**config.mk**
```make
export PLATFORM = sky130hd
export DESIGN_NAME = raytracing_line_scheduler
export DESIGN_NICKNAME = d
export VERILOG_FILES = /design/src/rtl/raytracing_line_scheduler_pkg.sv /design/src/rtl/raytracing_line_scheduler_sched_watchdog.sv /design/src/rtl/raytracing_line_scheduler.sv
export SDC_FILE = /design/constraint.sdc
export NUM_CORES = 1
export LEC_CHECK = 0
export BUFFER_PORTS_ARGS = -buffer_cell sky130_fd_sc_hd__buf_4
export CAP_MARGIN = 20
export CORE_ASPECT_RATIO = 1.5
export CORE_MARGIN = 1.5
export CORE_UTILIZATION = 45
export CTS_CLUSTER_DIAMETER = 50
export DETAILED_ROUTE_END_ITERATION = 6
export PLACE_DENSITY = 0.7
export SETUP_SLACK_MARGIN = 0.05
export SYNTH_ARGS = -nofsm -noshare
export SYNTH_HDL_FRONTEND = slang
export SYNTH_HIERARCHICAL = 1
export SYNTH_SLANG_ARGS = --single-unit
export TNS_END_PERCENT = 1
```
**constraint.sdc**
```tcl
create_clock -name CLK100MHZ -period 2.8 [get_ports CLK100MHZ]
set_input_delay 0.28 -clock CLK100MHZ [delete_from_list [all_inputs] [get_ports CLK100MHZ]]
set_output_delay 0.28 -clock CLK100MHZ [all_outputs]
set_load 0.01 [all_outputs]
```
**src/rtl/raytracing_line_scheduler_pkg.sv**
```systemverilog
// Shared types and constants for the raytracing line scheduler and its neighbours.
package raytracing_line_scheduler_pkg;

   localparam int Y_OFFSET       = 240;
   localparam int TIMEOUT_CYCLES = 4000;

   typedef enum logic [2:0] {
      IDLE     = 3'd0,
      LAUNCH   = 3'd1,
      WAIT_ACK = 3'd2,
      RUN      = 3'd3,
      COMMIT   = 3'd4
   } sched_state_t;

   typedef struct packed {
      logic [3:0] r;
      logic [3:0] g;
      logic [3:0] b;
   } color_t;

   typedef struct packed {
      logic signed [11:0] x;
      logic signed [11:0] y;
      logic signed [11:0] z;
      logic        [11:0] radius;
      color_t             color;
   } sphere_t;

endpackage

```
**src/rtl/raytracing_line_scheduler_sched_watchdog.sv**
```systemverilog
// Loadable down-counter; o_expire marks the last allowed cycle of a running line.
module sched_watchdog #(
   parameter int TIMEOUT_CYCLES = 4000
) (
   input  logic i_clk,
   input  logic i_rst,
   input  logic i_load,
   input  logic i_run,
   output logic o_expire
);

   localparam int            CW       = $clog2(TIMEOUT_CYCLES + 1);
   localparam logic [CW-1:0] LOAD_VAL = CW'(TIMEOUT_CYCLES - 1);

   logic [CW-1:0] r_cnt;

   // Loaded with TIMEOUT-1 so the Nth running cycle is the one that expires.
   always_ff @(posedge i_clk or posedge i_rst) begin
      if (i_rst) begin
         r_cnt <= '0;
      end else if (i_load) begin
         r_cnt <= LOAD_VAL;
      end else if (i_run && (r_cnt != '0)) begin
         r_cnt <= r_cnt - 1'b1;
      end
   end

   assign o_expire = i_run && (r_cnt == '0);

endmodule

```
**src/rtl/raytracing_line_scheduler.sv**
```systemverilog
// Launches the worker array once per VGA line request and commits the finished line.
module raytracing_line_scheduler #(
   parameter int N_WORKERS      = 10,
   parameter int Y_OFFSET       = raytracing_line_scheduler_pkg::Y_OFFSET,
   parameter int TIMEOUT_CYCLES = raytracing_line_scheduler_pkg::TIMEOUT_CYCLES,
   parameter int CNT_W          = 16
) (
   input  logic                 CLK100MHZ,
   input  logic                 ck_rst,
   input  logic                 line_req,
   input  logic [11:0]          next_y,
   input  logic [N_WORKERS-1:0] worker_busy,
   output logic                 worker_activate,
   output logic [11:0]          pixel_y,
   output logic                 commit,
   output logic                 scene_load_en,
   output logic                 timeout_err,
   output logic                 overrun_err,
   output logic [CNT_W-1:0]     lines_done,
   output logic [2:0]           state_dbg
);

   import raytracing_line_scheduler_pkg::*;

   sched_state_t     r_state, w_next;
   logic             r_req_q, r_pending, r_scene, r_timeout, r_overrun;
   logic [11:0]      r_pixel_y;
   logic [CNT_W-1:0] r_lines;
   logic             w_req_edge, w_all_idle, w_all_busy, w_start;
   logic             w_wd_load, w_wd_run, w_wd_expire;

   assign w_req_edge = line_req & ~r_req_q;
   assign w_all_idle = (worker_busy == '0);
   assign w_all_busy = &worker_busy;
   assign w_start    = (r_state == IDLE) && (w_req_edge || r_pending);
   assign w_wd_run   = (r_state == WAIT_ACK) || (r_state == RUN);
   assign w_wd_load  = (r_state == LAUNCH) && w_all_idle;

   sched_watchdog #(.TIMEOUT_CYCLES(TIMEOUT_CYCLES)) u_watchdog (
      .i_clk    (CLK100MHZ),
      .i_rst    (ck_rst),
      .i_load   (w_wd_load),
      .i_run    (w_wd_run),
      .o_expire (w_wd_expire)
   );

   always_ff @(posedge CLK100MHZ or posedge ck_rst) begin
      if (ck_rst) r_state <= IDLE;
      else        r_state <= w_next;
   end

   // Watchdog expiry takes priority over normal progress in WAIT_ACK and RUN.
   always_comb begin
      w_next = r_state;
      unique case (r_state)
         IDLE:     if (w_start) w_next = LAUNCH;
         LAUNCH:   if (w_all_idle) w_next = WAIT_ACK;
         WAIT_ACK: begin
            if (w_wd_expire)     w_next = IDLE;
            else if (w_all_busy) w_next = RUN;
         end
         RUN: begin
            if (w_wd_expire)     w_next = IDLE;
            else if (w_all_idle) w_next = COMMIT;
         end
         COMMIT:   w_next = IDLE;
         default:  w_next = IDLE;
      endcase
   end

   always_comb begin
      worker_activate = (r_state == WAIT_ACK);
      commit          = (r_state == COMMIT);
      state_dbg       = r_state;
   end

   // A request arriving mid-line is held in r_pending; a second one is lost and flagged.
   always_ff @(posedge CLK100MHZ or posedge ck_rst) begin
      if (ck_rst) begin
         r_req_q   <= 1'b0;
         r_pending <= 1'b0;
         r_scene   <= 1'b0;
         r_timeout <= 1'b0;
         r_overrun <= 1'b0;
         r_pixel_y <= '0;
         r_lines   <= '0;
      end else begin
         r_req_q <= line_req;
         r_scene <= (r_state == IDLE) & ~r_pending & ~w_req_edge;
         if (w_start) r_pixel_y <= next_y - 12'(Y_OFFSET);
         if (r_state == IDLE) begin
            r_pending <= r_pending & w_req_edge;
         end else if (w_req_edge) begin
            if (r_pending) r_overrun <= 1'b1;
            else           r_pending <= 1'b1;
         end
         if (w_wd_expire) r_timeout <= 1'b1;
         if (r_state == COMMIT) r_lines <= r_lines + 1'b1;
      end
   end

   assign pixel_y       = r_pixel_y;
   assign scene_load_en = r_scene;
   assign timeout_err   = r_timeout;
   assign overrun_err   = r_overrun;
   assign lines_done    = r_lines;

endmodule
```
==> flow_summary.yaml, run 1 <==
run_status:
  outcome: "finished clean"
job:
  drv_cap: 0
floorplanning:
  boundaryPins: 61
  start_util_pct: 46.0
  die_h_um: 91.3
  die-width_um: 61.9
  rows: 32
  dieArea_mm2: 0.00565
  core_mm2: 0.00508
clock_network:
  clockBufferDepth: 2
  clock-root-buffer: "clkbuf_8"
  htreeDepth: 2
  ctsHoldBuffers: 0
  post_cts_buffers: 0
  cts_buffers: 5
  clk_pin_slew_ps: 90
  insertion_delay_ps: 300
  clock_sinks: 48
  cts_tree: "built"
  cts_resized: 0
yosys:
  ys_seq_area_share_pct: 51.3
  synth.top_cell.area_share_pct: 51.3
  synth_edf_count: 0
  netlist_area_mm2: 0.00234
  ys_seq_elements: 48
  synth-async-reset-ratio_pct: 100
  synthesis.nets: 242
  ys_types: 48
  yosysTopAreaCell: "dfrtp_1"
  ys_warn_count: 6
  ys.flop_type: "dfrtp_1"
  synth.area.top_cells: "dfrtp_1, xnor2_1, mux2_2"
  syn_area_per_cell_um2: 11.0
  synthCells: 213
routing:
  dr.pass1.iters: 4
  wl_met1_mm: 1.73
  met3_wirelength_um: 178
  initialDrtViolationCount: 64
  route.top_layer_used: "met4"
  viasPerCell: 5.10
  drc: 0
  detail-route-antenna-nets: 0
  routed-via-count: 1775
  wl_mm: 4.34
  wl_met2_mm: 2.35
  wire_per_inst_um: 12.5
power_and_ir_drop:
  combPwrFrac_pct: 18.6
  leakage_nw: 1.39
  clock_power_share_pct: 30.0
  power_frac_seq_pct: 51.4
  p_int_mw: 1.18
  p_total_mw: 1.63
  switching_share_pct: 27.5
  p_per_area_mw_per_mm2: 547
  vdd_drop_max_mv: 0.244
  p_switching_mw: 0.447
global_route:
  grt_pass1_vias: 1588
  antenna_found_initial: 0
  grt_usage_pct: 16.5
  grt_pass1_wl_mm: 6.94
  grt_start_max_net_pins: 37
  grt_overflow: 0
sta:
  setup_violations: 0
  fmax_mhz: 508
  hold_violations: 0
  finClkSkew_ps: 4.69
  finalCritPeriodShare_pct: 70.3
  grt_setup_unrepaired: "no"
  setup_tns_ps: 0
  worstMarginPinSlew_ps: 704
  drv_slew: 0
  relSlewSlack_pct: 53.0
  period_needed_ps: 1970
critical_path:
  crit_family: "simple AND/OR/NAND/NOR gates"
  worstSetupStartpointType: "register"
  crit_fanout: 5
  slowest_stage: "nor3_1"
  crit_type: "register to register"
  cpPeakStageDelay_ps: 410
  critPathBufInv: 1
  endpoint_kind: "register"
  required_ps: 2980
  crit_arrival_ps: 2150
  path_cells: "inv_1 -> ha_1 -> nor3b_2 -> nand2_1 -> nor3_1 -> nand2b_1 -> mux2_2 -> nor2_1"
placement:
  portBuffers: 60
  gp_congestion: 0.774
  dp_hpwl_mm: 3.27
  placed_area_mm2: 0.00287
finish:
  design_area_mm2: 0.00298
  area_growth_pct: 27.2
  n_antenna_cell: 0
  nets: 308
  fin_util_pct: 58.5
  drive_gt1_share_pct: 33.2
min_path:
  hp-class: "input pin to async pin"
==> worst reg2reg max path, cell delays in order (launching register included) <==
cell,delay [ps]
dfrtp_1,380
inv_1,120
ha_1,160
nor3b_2,330
nand2_1,120
nor3_1,410
nand2b_1,170
mux2_2,140
nor2_1,40
==> per-layer routing <==
metal	global-route usage, %	vias to the layer above
met5	0	-
met2	28.0	41
met4	7.62	0
li1	-	887
met3	4.27	5
met1	18.2	842
==> path summary, 6_finish.rpt <==
| path | from | to | slack [ps] | cells past startpoint |
|---|---|---|---|---|
| worst max register to register | u_watchdog/r_cnt[0] | state_dbg[1] | 830 | 8 |
| min in group CLK100MHZ | line_req | r_req_q | 100 | 1 |
| worst min-delay path | ck_rst | u_watchdog/r_cnt[3] | 0.4 | 2 |
| worst max-delay path | u_watchdog/r_cnt[0] | state_dbg[1] | 830 | 8 |
| max in group asynchronous | ck_rst | timeout_err | 2390 | 3 |
| worst min register to register | overrun_err | overrun_err | 480 | 1 |
==> per-stage QoR <==
stage          setup slack [ps]  cells  hold slack, ps
2_1_floorplan              1050    213             145
3_3_place_gp                878    340             333
3_5_place_dp                820    340             340
4_1_cts                     807    348            9.39
5_1_grt                     578    348            20.0
6_report                    831    348           0.414
==> power groups by stage <==
| stage | Sequential [mW] | Clock (mW) | Combinational [mW] |
|---|---|---|---|
| after global routing | 0.845 | 0.538 | 0.342 |
| after detailed placement | 0.848 | 0 | 0.310 |
| after floorplan | 0.839 | 0 | 0.209 |
| after CTS | 0.836 | 0.508 | 0.308 |
| after global placement | 0.846 | 0 | 0.301 |
| final | 0.836 | 0.488 | 0.303 |
==> cell usage in the layout (no fill, tap or decap), types with 2 or more instances in the layout <==
master,netlist,layout
buf_4,0,62
nand4_1,8,8
and3_1,3,3
and4_1,2,2
nor3b_1,2,2
or3b_1,2,2
nor4_1,4,4
xor2_1,2,2
ha_1,4,4
nor3_1,9,9
nand2b_1,3,3
nor2b_1,2,2
xnor2_1,21,21
nand3_1,10,10
mux2_2,7,7
o31ai_1,2,2
nand2_1,17,17
nor2_1,11,11
or3_1,5,5
o21ai_0,8,8
a21oi_1,5,5
o21bai_1,2,2
inv_1,10,10
clkbuf_8,0,5
dfrtp_1,48,48
==> cell usage after synthesis, types with 2 or more instances <==
master / number
inv_1: 10
nor2b_1: 2
nor2_1: 11
nor3_1: 9
ha_1: 4
nor3b_1: 2
xnor2_1: 21
nand2b_1: 3
xor2_1: 2
buf_6: 2
o31ai_1: 2
mux2_2: 7
o21ai_0: 8
or3_1: 5
dfrtp_1: 48
and4_1: 2
nor4_1: 4
a21oi_1: 5
or3b_1: 2
o21bai_1: 2
nand4_1: 8
nand3_1: 10
nand2_1: 17
and3_1: 3
==> registers in the layout, indices dropped and copies added (netlist names) <==
register	cells
overrun_err	1
timeout_err	1
lines_done	16
u_watchdog/r_cnt	12
r_pending	1
r_req_q	1
state_dbg	3
scene_load_en	1
pixel_y	12
==> kinds of logic (layout without fill, tap and decap cells) <==
family	count (synthesis)	in the layout	share of synthesized area, %
AO/OA/AOI/OAI	25	25	7.75
XOR/XNOR	23	23	8.61
adder cells (fa/ha/maj)	5	5	2.57
buffers and inverters	13	80	2.73
flip-flops	48	48	51.3
multiplexers	8	8	3.79
AND/OR/NAND/NOR	91	91	23.3
==> final cells by class <==
type | instances | area [um^2]
timing repair buffer | 62 | 465
inverter | 10 | 37.5
clock inverter | 3 | 42.5
clock buffer | 5 | 68.8
sequential | 48 | 1200
fill | 461 | 2110
tap | 68 | 85.1
multi-input combinational | 152 | 1080
No activity file was read; power rests on OpenSTA's default activity.
==> inputs of run 2 (changes only) <==
--- a/config.mk
+++ b/config.mk
@@ -5,6 +5,7 @@
 export SDC_FILE = /design/constraint.sdc
 export NUM_CORES = 1
 export LEC_CHECK = 0
+export ABC_AREA = 1
 export BUFFER_PORTS_ARGS = -buffer_cell sky130_fd_sc_hd__buf_4
 export CAP_MARGIN = 20
 export CORE_ASPECT_RATIO = 1.5
@@ -12,7 +13,7 @@
 export CORE_UTILIZATION = 45
 export CTS_CLUSTER_DIAMETER = 50
 export DETAILED_ROUTE_END_ITERATION = 6
-export PLACE_DENSITY = 0.7
+export PLACE_DENSITY = 0.68
 export SETUP_SLACK_MARGIN = 0.05
 export SYNTH_ARGS = -nofsm -noshare
 export SYNTH_HDL_FRONTEND = slang
==> constraint.sdc (replaced) <==
create_clock -name CLK100MHZ -period 2.04 [get_ports CLK100MHZ]
set_input_delay 0.204 -clock CLK100MHZ [delete_from_list [all_inputs] [get_ports CLK100MHZ]]
set_output_delay 0.204 -clock CLK100MHZ [all_outputs]
set_load 0.01 [all_outputs]
==> run 2 against run 1 <==
Area after synthesis is 14% higher. Critical endpoint is now state_dbg[2]. Non-clock buffer count is 2 higher. Count of clock-buffer cells in the layout stayed put.
==> flow_summary.yaml, run 2 <==
clock_network:
  clk_pin_slew_ps: 80
  clock-root-buffer: "clkbuf_8"
  clockBufferDepth: 2
  htreeDepth: 2
  clock_sinks: 48
  cts_buffers: 5
  insertion_delay_ps: 310
  cts_tree: "built"
finish:
  largest_register_ffs: 16
  drive_gt1_share_pct: 23.2
  seq_area_mm2: 0.00120
  multi_input_area_mm2: 0.00127
  final_cells: 490
  area_growth_pct: 25.1
  layout_common_cells: "nand2_1, buf_4, dfrtp_1"
  nets: 446
  design_area_mm2: 0.00335
  final_common_cell: "nand2_1"
  n_antenna_cell: 0
  fill_cells: 576
global_route:
  grt_pass1_vias: 2275
  grt_start_max_net_pins: 37
  use_met1_pct: 21.7
  antenna_found_initial: 0
  grtUsageMet2_pct: 34.2
  grt_overflow: 0
  grt_pass1_wl_mm: 9.76
  grt_use_met3_pct: 5.10
  grt_usage_pct: 19.3
  top_usage_layer: "met2"
routing:
  viasPerCell: 4.81
  wl_mm: 5.62
  routed-via-count: 2358
  dr.pass1.iters: 4
  detail-route-antenna-nets: 0
  drc: 0
  wire_per_inst_um: 11.5
  initialDrtViolationCount: 100
yosys:
  ys.flop_type: "dfrtp_1"
  yosysTopAreaCell: "dfrtp_1"
  ys_seq_area_share_pct: 44.9
  ys_types: 30
  synth_top_cells_by_count: "nand2_1, dfrtp_1, inv_1"
  synth_most_common_cell: "nand2_1"
  synth.top_cell.area_share_pct: 44.9
  synth.area.top_cells: "dfrtp_1, nand2_1, inv_1"
  synthesis.nets: 379
  synth-async-reset-ratio_pct: 100
  synth_edf_count: 0
  ys_seq_elements: 48
  synthCells: 350
  ys_warn_count: 6
  netlist_area_mm2: 0.00268
  syn_area_per_cell_um2: 7.65
critical_path:
  reg2reg_slack_ps: 300
  critical_path.most_common_cell: "inv_1"
  slowest_stage: "dfrtp_1"
  crit_type: "register to register"
  endpoint_kind: "register"
  cpPeakStageDelay_ps: 450
  required_ps: 2280
  path_cells: "inv_1 -> nand3_1 -> nand2_1 -> inv_1 -> nor2_4 -> inv_1 -> o21a_1 -> o21ai_0 -> nand4_1 -> inv_1"
  crit_fanout: 5
  crit_family: "simple AND/OR/NAND/NOR gates"
  crit_arrival_ps: 1980
  worstSetupStartpointType: "register"
  critPathBufInv: 4
sta:
  worstMarginPinSlew_ps: 535
  drv_slew: 0
  setup_tns_ps: 0
  relSlewSlack_pct: 64.3
  final.setup.worst_slack_ps: 299
  setup_violations: 0
  hold_violations: 0
  fmax_mhz: 574
  finClkSkew_ps: 15.5
  period_needed_ps: 1740
  grt_setup_unrepaired: "no"
  finalCritPeriodShare_pct: 85.3
floorplanning:
  start_util_pct: 46.3
  core_mm2: 0.00579
  boundaryPins: 61
  rows: 34
  die-width_um: 66.0
  die_h_um: 97.5
  dieArea_mm2: 0.00643
min_path:
  hp-class: "input pin to register"
placement:
  gp_congestion: 0.829
  dp_hpwl_mm: 4.29
  dp_slack_ps: 212
  dp.cells: 481
  portBuffers: 60
  placed_area_mm2: 0.00321
run_status:
  outcome: "finished clean"
power_and_ir_drop:
  vdd_drop_max_mv: 0.619
  p_per_area_mw_per_mm2: 1240
  leakage_nw: 1.84
job:
  drv_cap: 0
run 2: final cells by class:
type	count	area share (%)
timing repair buffer	64	14.4
tap	72	2.69
clock inverter	3	1.38
multi-input combinational	248	37.9
inverter	50	5.61
sequential	48	35.9
clock buffer	5	2.06
run 2: routing by layer:
layer,vias to the layer above,share of wire [%]
met3,7,5.3
met5,-,0
li1,1212,-
met4,0,1.9
met2,47,53
met1,1092,40
run 2: cells by family after synthesis:
logic type	count (synthesis)	share of synthesized area, %
DFF	48	44.9
AOI/OAI and AO/OA	24	5.47
buffers and inverters	54	8.04
adders and majority gates	4	1.87
and+or+nand+nor	203	34.2
xor gates and xnor gates	17	5.56
run 2: stage by stage:
step / power (mW) / util, % / hold WS, ps
floorplan: 2.86 / - / 68.7
finish: 4.16 / 57.9 / 14.8
global route: 4.54 / 57.9 / 5.20
global placement: 3.43 / 55.5 / 262
CTS: 4.19 / 57.7 / 8.47
detailed placement: 3.48 / 55.5 / 265
run 2: report_power, final:
group / internal, mW / switching [mW]
clock network: 0.369 / 0.335
registers: 1.25 / 0.232
logic: 0.787 / 1.19
total: 2.41 / 1.75
run 2: worst reg2reg max path: stages (launching register included):
cell and delay, ps:
dfrtp_1 450, inv_1 110, nand3_1 130, nand2_1 170, inv_1 90, nor2_4 150, inv_1 50, o21a_1 170
o21ai_0 130, nand4_1 150, inv_1 70
run 2: path summary, 6_finish.rpt:
kind | start | cells after the start | endpoint
min in group asynchronous | ck_rst | 3 | u_watchdog/r_cnt[7]
worst max-delay path | state_dbg[2] | 10 | state_dbg[2]
worst min-delay path | line_req | 1 | r_req_q
worst max register to register | state_dbg[2] | 10 | state_dbg[2]
max in group asynchronous | ck_rst | 4 | r_pending
worst min register to register | lines_done[15] | 1 | lines_done[15]
run 2: what timing repair did:
item / CTS / global route
setup endpoints to repair: 0 / 3
gates resized for setup: 0 / 3
hold buffers: 1 / 0
setup buffers: 0 / 0
hold endpoints to repair: 12 / 0
